===== config.mk =====
export PLATFORM = sky130hd
export DESIGN_NAME = bin2bcd_seq
export DESIGN_NICKNAME = d
export VERILOG_FILES = /design/src/rtl/bin2bcd_seq.sv
export SDC_FILE = /design/constraint.sdc
export NUM_CORES = 1
export LEC_CHECK = 0
export ABC_AREA = 1
export BUFFER_PORTS_ARGS = -buffer_cell sky130_fd_sc_hd__buf_2
export CAP_MARGIN = 10
export CORE_MARGIN = 2
export CORE_UTILIZATION = 53
export CTS_BUF_LIST = sky130_fd_sc_hd__clkbuf_8
export DETAILED_ROUTE_END_ITERATION = 16
export PLACE_DENSITY = 0.83
export SETUP_SLACK_MARGIN = 0.1
export SYNTH_ARGS = -nofsm -noshare
export SYNTH_HDL_FRONTEND = slang
export SYNTH_SLANG_ARGS = --single-unit

===== constraint.sdc =====
create_clock -name clk -period 1.4 [get_ports clk]
set_input_delay 0.28 -clock clk [delete_from_list [all_inputs] [get_ports clk]]
set_output_delay 0.28 -clock clk [all_outputs]
set_load 0.01 [all_outputs]

===== src/rtl/bin2bcd_seq.sv =====
// -----------------------------------------------------------------------------
// bin2bcd_seq
//   Sequential binary-to-BCD converter using the shift-and-add-3 (double
//   dabble) algorithm, one input bit per clock. Turns a binary value into
//   DIGITS BCD digits for the display path. It flags values that do not fit in
//   DIGITS decimal digits and produces a leading-zero blanking mask.
//
// Parameters
//   IN_W        width of the binary input (>= 4)
//   DIGITS      number of BCD output digits (>= 1)
//
// Ports
//   clk         system clock
//   rst_n       asynchronous active-low reset
//   start       conversion request, sampled only while busy = 0
//   bin_in      binary value, captured on the accepting edge
//   busy        conversion in progress, including the done cycle
//   done        one-cycle pulse: bcd_out / ovf / blank_mask just updated
//   bcd_out     result, digit k at [4k+3:4k], k = 0 least significant
//   ovf         bin_in >= 10**DIGITS (held until the next done)
//   blank_mask  bit k = 1: digit k is a leading zero (bit 0 always 0)
//
// Timing
//   start accepted at edge T, IN_W shift iterations on edges T+1..T+IN_W,
//   outputs registered on edge T+IN_W+1 with done high for the following
//   cycle. busy stays high through that done cycle, so a start seen during
//   the done cycle is ignored. The next start is taken in the cycle after it.
// -----------------------------------------------------------------------------
module bin2bcd_seq #(
  parameter int IN_W   = 32,
  parameter int DIGITS = 4
) (
  input  logic                  clk,
  input  logic                  rst_n,
  input  logic                  start,
  input  logic [IN_W-1:0]       bin_in,
  output logic                  busy,
  output logic                  done,
  output logic [4*DIGITS-1:0]   bcd_out,
  output logic                  ovf,
  output logic [DIGITS-1:0]     blank_mask
);

  localparam int BCD_W = 4 * DIGITS;
  localparam int CNT_W = $clog2(IN_W + 1);

  typedef enum logic [1:0] {
    ST_IDLE  = 2'd0,
    ST_SHIFT = 2'd1,
    ST_DONE  = 2'd2
  } state_t;

  // Add 3 to every digit that is 5 or more. Digits are handled independently:
  // no carry ever crosses a digit boundary.
  function automatic logic [BCD_W-1:0] add3_digits(input logic [BCD_W-1:0] bcd);
    logic [BCD_W-1:0] res;
    res = bcd;
    for (int k = 0; k < DIGITS; k++) begin
      if (bcd[4*k +: 4] >= 4'd5) begin
        res[4*k +: 4] = bcd[4*k +: 4] + 4'd3;
      end else begin
        res[4*k +: 4] = bcd[4*k +: 4];
      end
    end
    return res;
  endfunction

  // Leading-zero mask: bit k is set when digit k and every higher digit are
  // zero. Digit 0 is always shown, so a value of zero still displays "0".
  function automatic logic [DIGITS-1:0] blank_of(input logic [BCD_W-1:0] bcd);
    logic [DIGITS-1:0] m;
    logic              upper_zero;
    m          = {DIGITS{1'b0}};
    upper_zero = 1'b1;
    for (int k = DIGITS - 1; k >= 1; k--) begin
      upper_zero = upper_zero & (bcd[4*k +: 4] == 4'd0);
      m[k]       = upper_zero;
    end
    m[0] = 1'b0;
    return m;
  endfunction

  // The mask for an all-zero result is also the reset value of blank_mask.
  localparam logic [DIGITS-1:0] BLANK_RST = blank_of({BCD_W{1'b0}});

  state_t                state_r;
  logic [IN_W-1:0]       shift_reg_r;
  logic [BCD_W-1:0]      bcd_scr_r;
  logic                  ovf_scr_r;
  logic [CNT_W-1:0]      cnt_r;
  logic                  busy_r;
  logic                  done_r;
  logic [BCD_W-1:0]      bcd_out_r;
  logic                  ovf_r;
  logic [DIGITS-1:0]     blank_r;

  logic [BCD_W-1:0]      adj_s;
  logic [BCD_W:0]        step_s;

  // One double-dabble iteration. After the add-3 correction, the scratch
  // digits and the shift register are shifted left as one vector. The MSB of
  // the binary shift register enters BCD bit 0. step_s[BCD_W] is the bit
  // that leaves the top digit: if it is ever 1, the value has overflowed.
  always_comb begin
    adj_s  = {BCD_W{1'b0}};
    step_s = {(BCD_W + 1){1'b0}};
    adj_s  = add3_digits(bcd_scr_r);
    step_s = {adj_s, shift_reg_r[IN_W-1]};
  end

  // Control FSM, scratch datapath and registered outputs.
  always_ff @(posedge clk or negedge rst_n) begin
    if (!rst_n) begin
      state_r     <= ST_IDLE;
      shift_reg_r <= {IN_W{1'b0}};
      bcd_scr_r   <= {BCD_W{1'b0}};
      ovf_scr_r   <= 1'b0;
      cnt_r       <= {CNT_W{1'b0}};
      busy_r      <= 1'b0;
      done_r      <= 1'b0;
      bcd_out_r   <= {BCD_W{1'b0}};
      ovf_r       <= 1'b0;
      blank_r     <= BLANK_RST;
    end else begin
      case (state_r)
        ST_IDLE: begin
          done_r <= 1'b0;
          // While done_r is high (the done cycle), busy_r is still 1. That
          // keeps a start in this cycle from being accepted.
          if (start && !busy_r) begin
            shift_reg_r <= bin_in;
            bcd_scr_r   <= {BCD_W{1'b0}};
            ovf_scr_r   <= 1'b0;
            cnt_r       <= CNT_W'(IN_W);
            busy_r      <= 1'b1;
            state_r     <= ST_SHIFT;
          end else begin
            busy_r  <= 1'b0;
            state_r <= ST_IDLE;
          end
        end

        ST_SHIFT: begin
          bcd_scr_r   <= step_s[BCD_W-1:0];
          ovf_scr_r   <= ovf_scr_r | step_s[BCD_W];
          shift_reg_r <= {shift_reg_r[IN_W-2:0], 1'b0};
          cnt_r       <= cnt_r - CNT_W'(1);
          if (cnt_r == CNT_W'(1)) begin
            state_r <= ST_DONE;
          end else begin
            state_r <= ST_SHIFT;
          end
        end

        ST_DONE: begin
          done_r  <= 1'b1;
          state_r <= ST_IDLE;
          // An overflowed result saturates to all nines with no blanking.
          if (ovf_scr_r) begin
            bcd_out_r <= {DIGITS{4'd9}};
            ovf_r     <= 1'b1;
            blank_r   <= {DIGITS{1'b0}};
          end else begin
            bcd_out_r <= bcd_scr_r;
            ovf_r     <= 1'b0;
            blank_r   <= blank_of(bcd_scr_r);
          end
        end

        default: begin
          state_r <= ST_IDLE;
          busy_r  <= 1'b0;
          done_r  <= 1'b0;
        end
      endcase
    end
  end

  assign busy       = busy_r;
  assign done       = done_r;
  assign bcd_out    = bcd_out_r;
  assign ovf        = ovf_r;
  assign blank_mask = blank_r;

endmodule

# After elaboration in Yosys (flattened, before gate mapping)
# Index checks and enable logic that the tools add are counted.
op_classes:
  reduce_logical: 9
  addsub: 5
  mux: 21
  eq_ne: 4
  n_lt_le_gt_ge: 4
  n_bitwise: 3
ops:
  columns: ["cell", "n"]
  rows:
  - ["32-bit case mux with 2 select lines", 1]
  - ["16-bit two-way mux", 2]
  - ["32-bit two-way mux", 1]
  - ["16-bit case mux with 2 select lines", 1]
  - ["4-bit two-way mux", 5]
  - ["4-bit by 2-bit adder with 4-bit output, second input constant", 4]
  - ["4-bit by 3-bit greater-or-equal comparator with 1-bit output, second input constant", 4]
  - ["4-bit logical NOT", 3]
  - ["6-bit case mux with 2 select lines", 1]
  - ["6-bit by 1-bit equality test with 1-bit output, second input constant", 1]
  - ["6-bit two-way mux", 1]
  - ["1-bit case mux with 2 select lines", 3]
  - ["6-bit by 1-bit subtractor with 6-bit output, second input constant", 1]
  - ["1-bit two-way mux", 4]
  - ["2-bit case mux with 2 select lines", 1]
  - ["1-bit bitwise AND", 2]
  - ["2-bit by 1-bit equality test with 1-bit output, second input constant", 1]
  - ["2-bit equality test, second input constant", 1]
  - ["2-bit logical NOT", 1]
  - ["2-bit two-way mux", 1]
  - ["2-bit != test, second input constant", 1]
  - ["2-bit AND reduction", 1]
  - ["2-bit nonzero test", 1]
  - ["2-bit OR reduction", 1]
  - ["3 further kinds", 3]
totals:
  output_inout_bits: 23
  reg_bits: 80
  elab_cells: 56
  inputBits: 35

# Logic depth before layout (Yosys ltp)
logic_depth:
  ltp_word: 4
  depth_mapped: 10
  mapped_depth_nobuf: 9

# Worst setup path after synthesis
# No wires, ideal clock.
synth_path:
  path_kind: "register to register"
  from: "register state_r[0]"
  to: "register shift_reg_r[10]"
  slack_ps: 39
  arrival_ps: 1237
  n_path_buf: 2
  synth_period_minus_slack_ps: 1361
  path_stages_with_launch: 10
  required_ps: 1276
  setup_time_ps: 124
  cell_sequence: "dfrtp_1 ha_1 buf_6 nand2_2 nand2_4 nand2_4 inv_6 buf_4 nand2_1 nand3_1"
synth_between:
  elab_chain_len: 3
  word_cells_on_any_way: 6
  classes_between: "eq/ne: 2; mux: 1; reduce/logical: 3"
synth_rtl:
  columns: ["element", "line", "text"]
  rows:
  - ["start: declaration", "86", "state_t state_r;"]
  - ["start signal: assignment", "114", "state_r <= ST_IDLE;"]
  - ["start signal: assignment", "136", "state_r <= ST_SHIFT;"]
  - ["start signal: assignment", "139", "state_r <= ST_IDLE;"]
  - ["2-bit by 1-bit equality test with 1-bit output or 2-bit logical NOT (tied branches)", "125", "case (state_r)"]
  - ["2-bit nonzero test (no line) or 2-bit != test (tied branches)", null, null]
  - ["2-bit AND reduction (no line)", null, null]
  - ["end signal: assignment", "115", "shift_reg_r <= {IN_W{1'b0}};"]
  - ["end signal: assignment", "131", "shift_reg_r <= bin_in;"]
  - ["end signal: assignment", "146", "shift_reg_r <= {shift_reg_r[IN_W-2:0], 1'b0};"]
  - ["end: declaration", "87", "logic [IN_W-1:0] shift_reg_r;"]
# Several ways; a longest one is shown, not always the timed one.
# A chain may end at the register's enable or synchronous reset.

# Worst setup path after layout
layout_path:
  from: "register state_r[0]"
  to: "register shift_reg_r[25]"
# Same word-level chain as after synthesis.

==> summary.txt <==
Synthesis
  – Avg Cell Area, Syn: 8.35 um^2
  – Cell variety after synth: 28
  – Sequential area share after synthesis: 52.3%
  – Syn Inst Count: 454
  – Count of state elements after synthesis: slightly below 80
  – Post-Syn Area: between 0.003 and 0.004 mm^2
  – Synth warnings: 0
  – Net Count, Synth: 505

Placement
  – Dpl cell area: 0.00442 mm^2
  – Gp weighted congestion: slightly above 0.9
  – Dpl hpwl: approximately 6 mm
  – Port bufs: 56
  – Dpl cells: 624

CTS
  – Root buffer cell: clkbuf_8
  – Clock Sinks: 79
  – H-Tree Depth: 3
  – CTS Buf Count: 9
  – Worst-Skew Late Latency: 0.35 ns
  – CTS tree: built
  – Clock transition at path regs: 0.08 ns
  – Clock tree buffer depth: 2

GRT
  – Largest net degree at the start of global routing: 32
  – Vias in the first global route: 3141
  – First-pass GRT wire length: 14.3 mm
  – Initial antenna violation count: 0
  – GR Overflow Total: 0
  – All-layer global routing usage: a little under a quarter

Cells and area
  – Layout cells sized above 1: approximately 29%
  – Area Growth Syn to Fin: 27.3%
  – Cell area after layout: between 0.004 and 0.005 mm^2
  – Filler cells: 511
  – Register Area: 0.00198 mm^2
  – Multi-input gate area: 0.00169 mm^2
  – Fin cells: 646
  – Nets: between 500 and 600
  – Most frequent cells in the layout: 154 x nand2_1, 76 x dfrtp_1, 52 x buf_2
  – Commonest non-fill, non-tap cell in the layout: nand2_1
  – Antenna Cells: 0

Power
  – Pint: approximately 0.006 W
  – Net Switching: 0.00454 W
  – Leakage: 2.48 nW
  – Clk pwr share: 14.0%
  – Switching part of the total: 43.0%
  – Power Dens Cells: approximately 2200 mW/mm^2
  – Sequential power share: 32.6%
  – Total Power: 0.0106 W
  – Comb pwr share: between 50% and 60%
  – Max IR drop VDD: 1.24 mV

Min path
  – Hold Startpoint: bin_in[12]
  – Hold endpoint: shift_reg_r[12]
  – Min-delay worst type: in2reg
  – Worst hold path cell count: 3

Floorplanning
  – Total core area: 0.00687 mm^2
  – IO Count: 58
  – Cell Rows: 30
  – DIE HEIGHT: 88.6 um
  – Die ar.: between 0.007 and 0.008 mm^2
  – Die Span X: 88.6 um
  – Starting Density: 55.2%

STA
  – # setup viols final: 47
  – Min setup slack post-route: -0.0712 ns
  – Final hold vios: 0
  – Final Slew Violations: 0
  – Unrepaired setup endpoints after global routing: yes
  – Hold WS: 0.137 ns
  – Final min period: ~1.5 ns
  – Crit share post-route: 105%
  – Fmax: 680 MHz
  – Clock Skew: 0.00736 ns

Route
  – Antenna viol nets, final: 0
  – Wire per inst: between 10 and 15 um
  – Final WL: around 8.6 mm
  – Vias: 3300
  – DRC: 0
  – 1st-iter DRT viols: 193
  – Via density: 5.11
  – Pre-antenna DRT Iters: 5

Critical path
  – Delay-heaviest family, CP: simple AND/OR/NAND/NOR gates
  – Worst Path Required: 1.69 ns
  – Crit Path Max Fanout: 19
  – Critical path class: reg2reg
  – CP max-delay cell: dfrtp_1
  – Max incr delay on CP: approximately 0.42 ns
  – R2R Path End: shift_reg_r[25]
  – CP endpoint kind: flip-flop
  – Startpoint types: flip-flop
  – CP Data Arrival Time: 1.76 ns
  – CP cell instances: inv_2 -> ha_4 -> nand3_4 -> nand2_8 -> nand2_8 -> inv_8 -> buf_12 -> nand2_1 -> nand3_1
  – Worst Setup SP: state_r[0]
  – Worst Reg-to-Reg Cells: 9
  – CP bufs+invs: 3
  – Critical Path Most Common Cell: nand2_8
  – Reg2reg setup slack: -0.07 ns
  – Reg2Reg Launch Point: state_r[0]

Status
  – Status: complete, but fails checks
  – Failing checks: setup timing

Flow run
  – Max_cap viols: 0
[per-stage QoR]
step	setup slack [ns]	TNS (ns)	utilization [%]
finish	-0.0712	-2.03	70.2
global route	-0.146	-5.51	70.2
CTS	-0.0596	-1.37	69.0
detailed placement	-0.143	-5.68	64.3
global placement	-0.0601	-2.03	64.3
floorplan	0.0654	0	-
[state kept, by name (all words and copies together), names as in the netlist, 2 cells and up]
name         cells
shift_reg_r     32
bcd_out         16
bcd_scr_r       16
cnt_r            6
blank_mask       3
state_r          2
[timing repair]
action	in CTS	in global routing
endpoints found under the hold margin	23	0
pin swaps	3	3
hold buffers	1	0
resized for setup	34	29
cloned	1	0
buffers inserted	3	1
setup endpoints to repair	72	76
[worst max path at each step]
stage / endpoint / cells after the start
finish: shift_reg_r[25] / 9
global route: shift_reg_r[24] / 9
CTS: shift_reg_r[25] / 9
detailed placement: shift_reg_r[27] / 8
global placement: shift_reg_r[19] / 8
floorplan: bcd_scr_r[10] / 9
[cells by family (layout without fill, tap and decap cells)]
group | after synthesis | in the layout | share of synthesized area (%)
other cells | 1 | 1 | 0.0990
simple gates | 251 | 251 | 27.5
flops | 79 | 79 | 52.3
fa+ha+maj | 16 | 16 | 5.28
buf+inv | 56 | 152 | 7.40
compound gates | 51 | 51 | 7.43
[routing by layer]
metal,track usage (%),wire (um),vias to the layer above
li1,-,-,1622
met1,31.3,3860,1548
met2,38.3,4180,115
met3,6.44,380,15
met4,7.85,142,0
met5,0,0,-
[synth_stat cells]
library cell | instances | area share, %
nand2_1 | 164 | 16
inv_1 | 37 | 3.7
clkinv_1 | 1 | 0.099
nor2_2 | 1 | 0.17
buf_6 | 6 | 1.8
a21o_1 | 1 | 0.20
dfstp_2 | 3 | 2.1
ha_1 | 16 | 5.3
nand3_1 | 45 | 5.9
buf_4 | 3 | 0.59
conb_1 | 1 | 0.099
o22ai_1 | 1 | 0.17
nor2_1 | 29 | 2.9
o211ai_2 | 2 | 0.66
a21oi_1 | 12 | 1.6
nor3b_1 | 1 | 0.20
o21ai_0 | 32 | 4.2
a31oi_1 | 1 | 0.17
dfrtp_1 | 76 | 50
nand2_2 | 1 | 0.17
o21ai_2 | 1 | 0.23
nor3_1 | 6 | 0.79
buf_2 | 7 | 0.92
inv_2 | 1 | 0.099
inv_6 | 1 | 0.23
o211ai_1 | 1 | 0.20
nand3_2 | 2 | 0.53
nand2_4 | 2 | 0.59
[tightest hold or removal path: cells and delay by family]
family	cells	cell delay (ns)
buffers and inverters	1	0.07
and+or+nand+nor	2	0.11
[final cells by class]
type                    count  share of cell area, %
well taps                  96                   2.49
inverters                  40                   3.42
flip-flops and latches     79                   41.1
clock inverters             6                  0.597
multi-input cells         319                   35.0
repair buffers             95                   14.4
clock buffers              10                   2.85
repair inverters            1                  0.130
[power groups by stage]
stage | sequential [W] | clock (W) | combinational (W)
6_report | 0.00344 | 0.00148 | 0.00564
5_1_grt | 0.00352 | 0.00163 | 0.00624
4_1_cts | 0.00342 | 0.00151 | 0.00536
3_5_place_dp | 0.00343 | 0 | 0.00480
3_3_place_gp | 0.00340 | 0 | 0.00460
2_1_floorplan | 0.00336 | 0 | 0.00318
No activity file was read; power rests on OpenSTA's default activity.
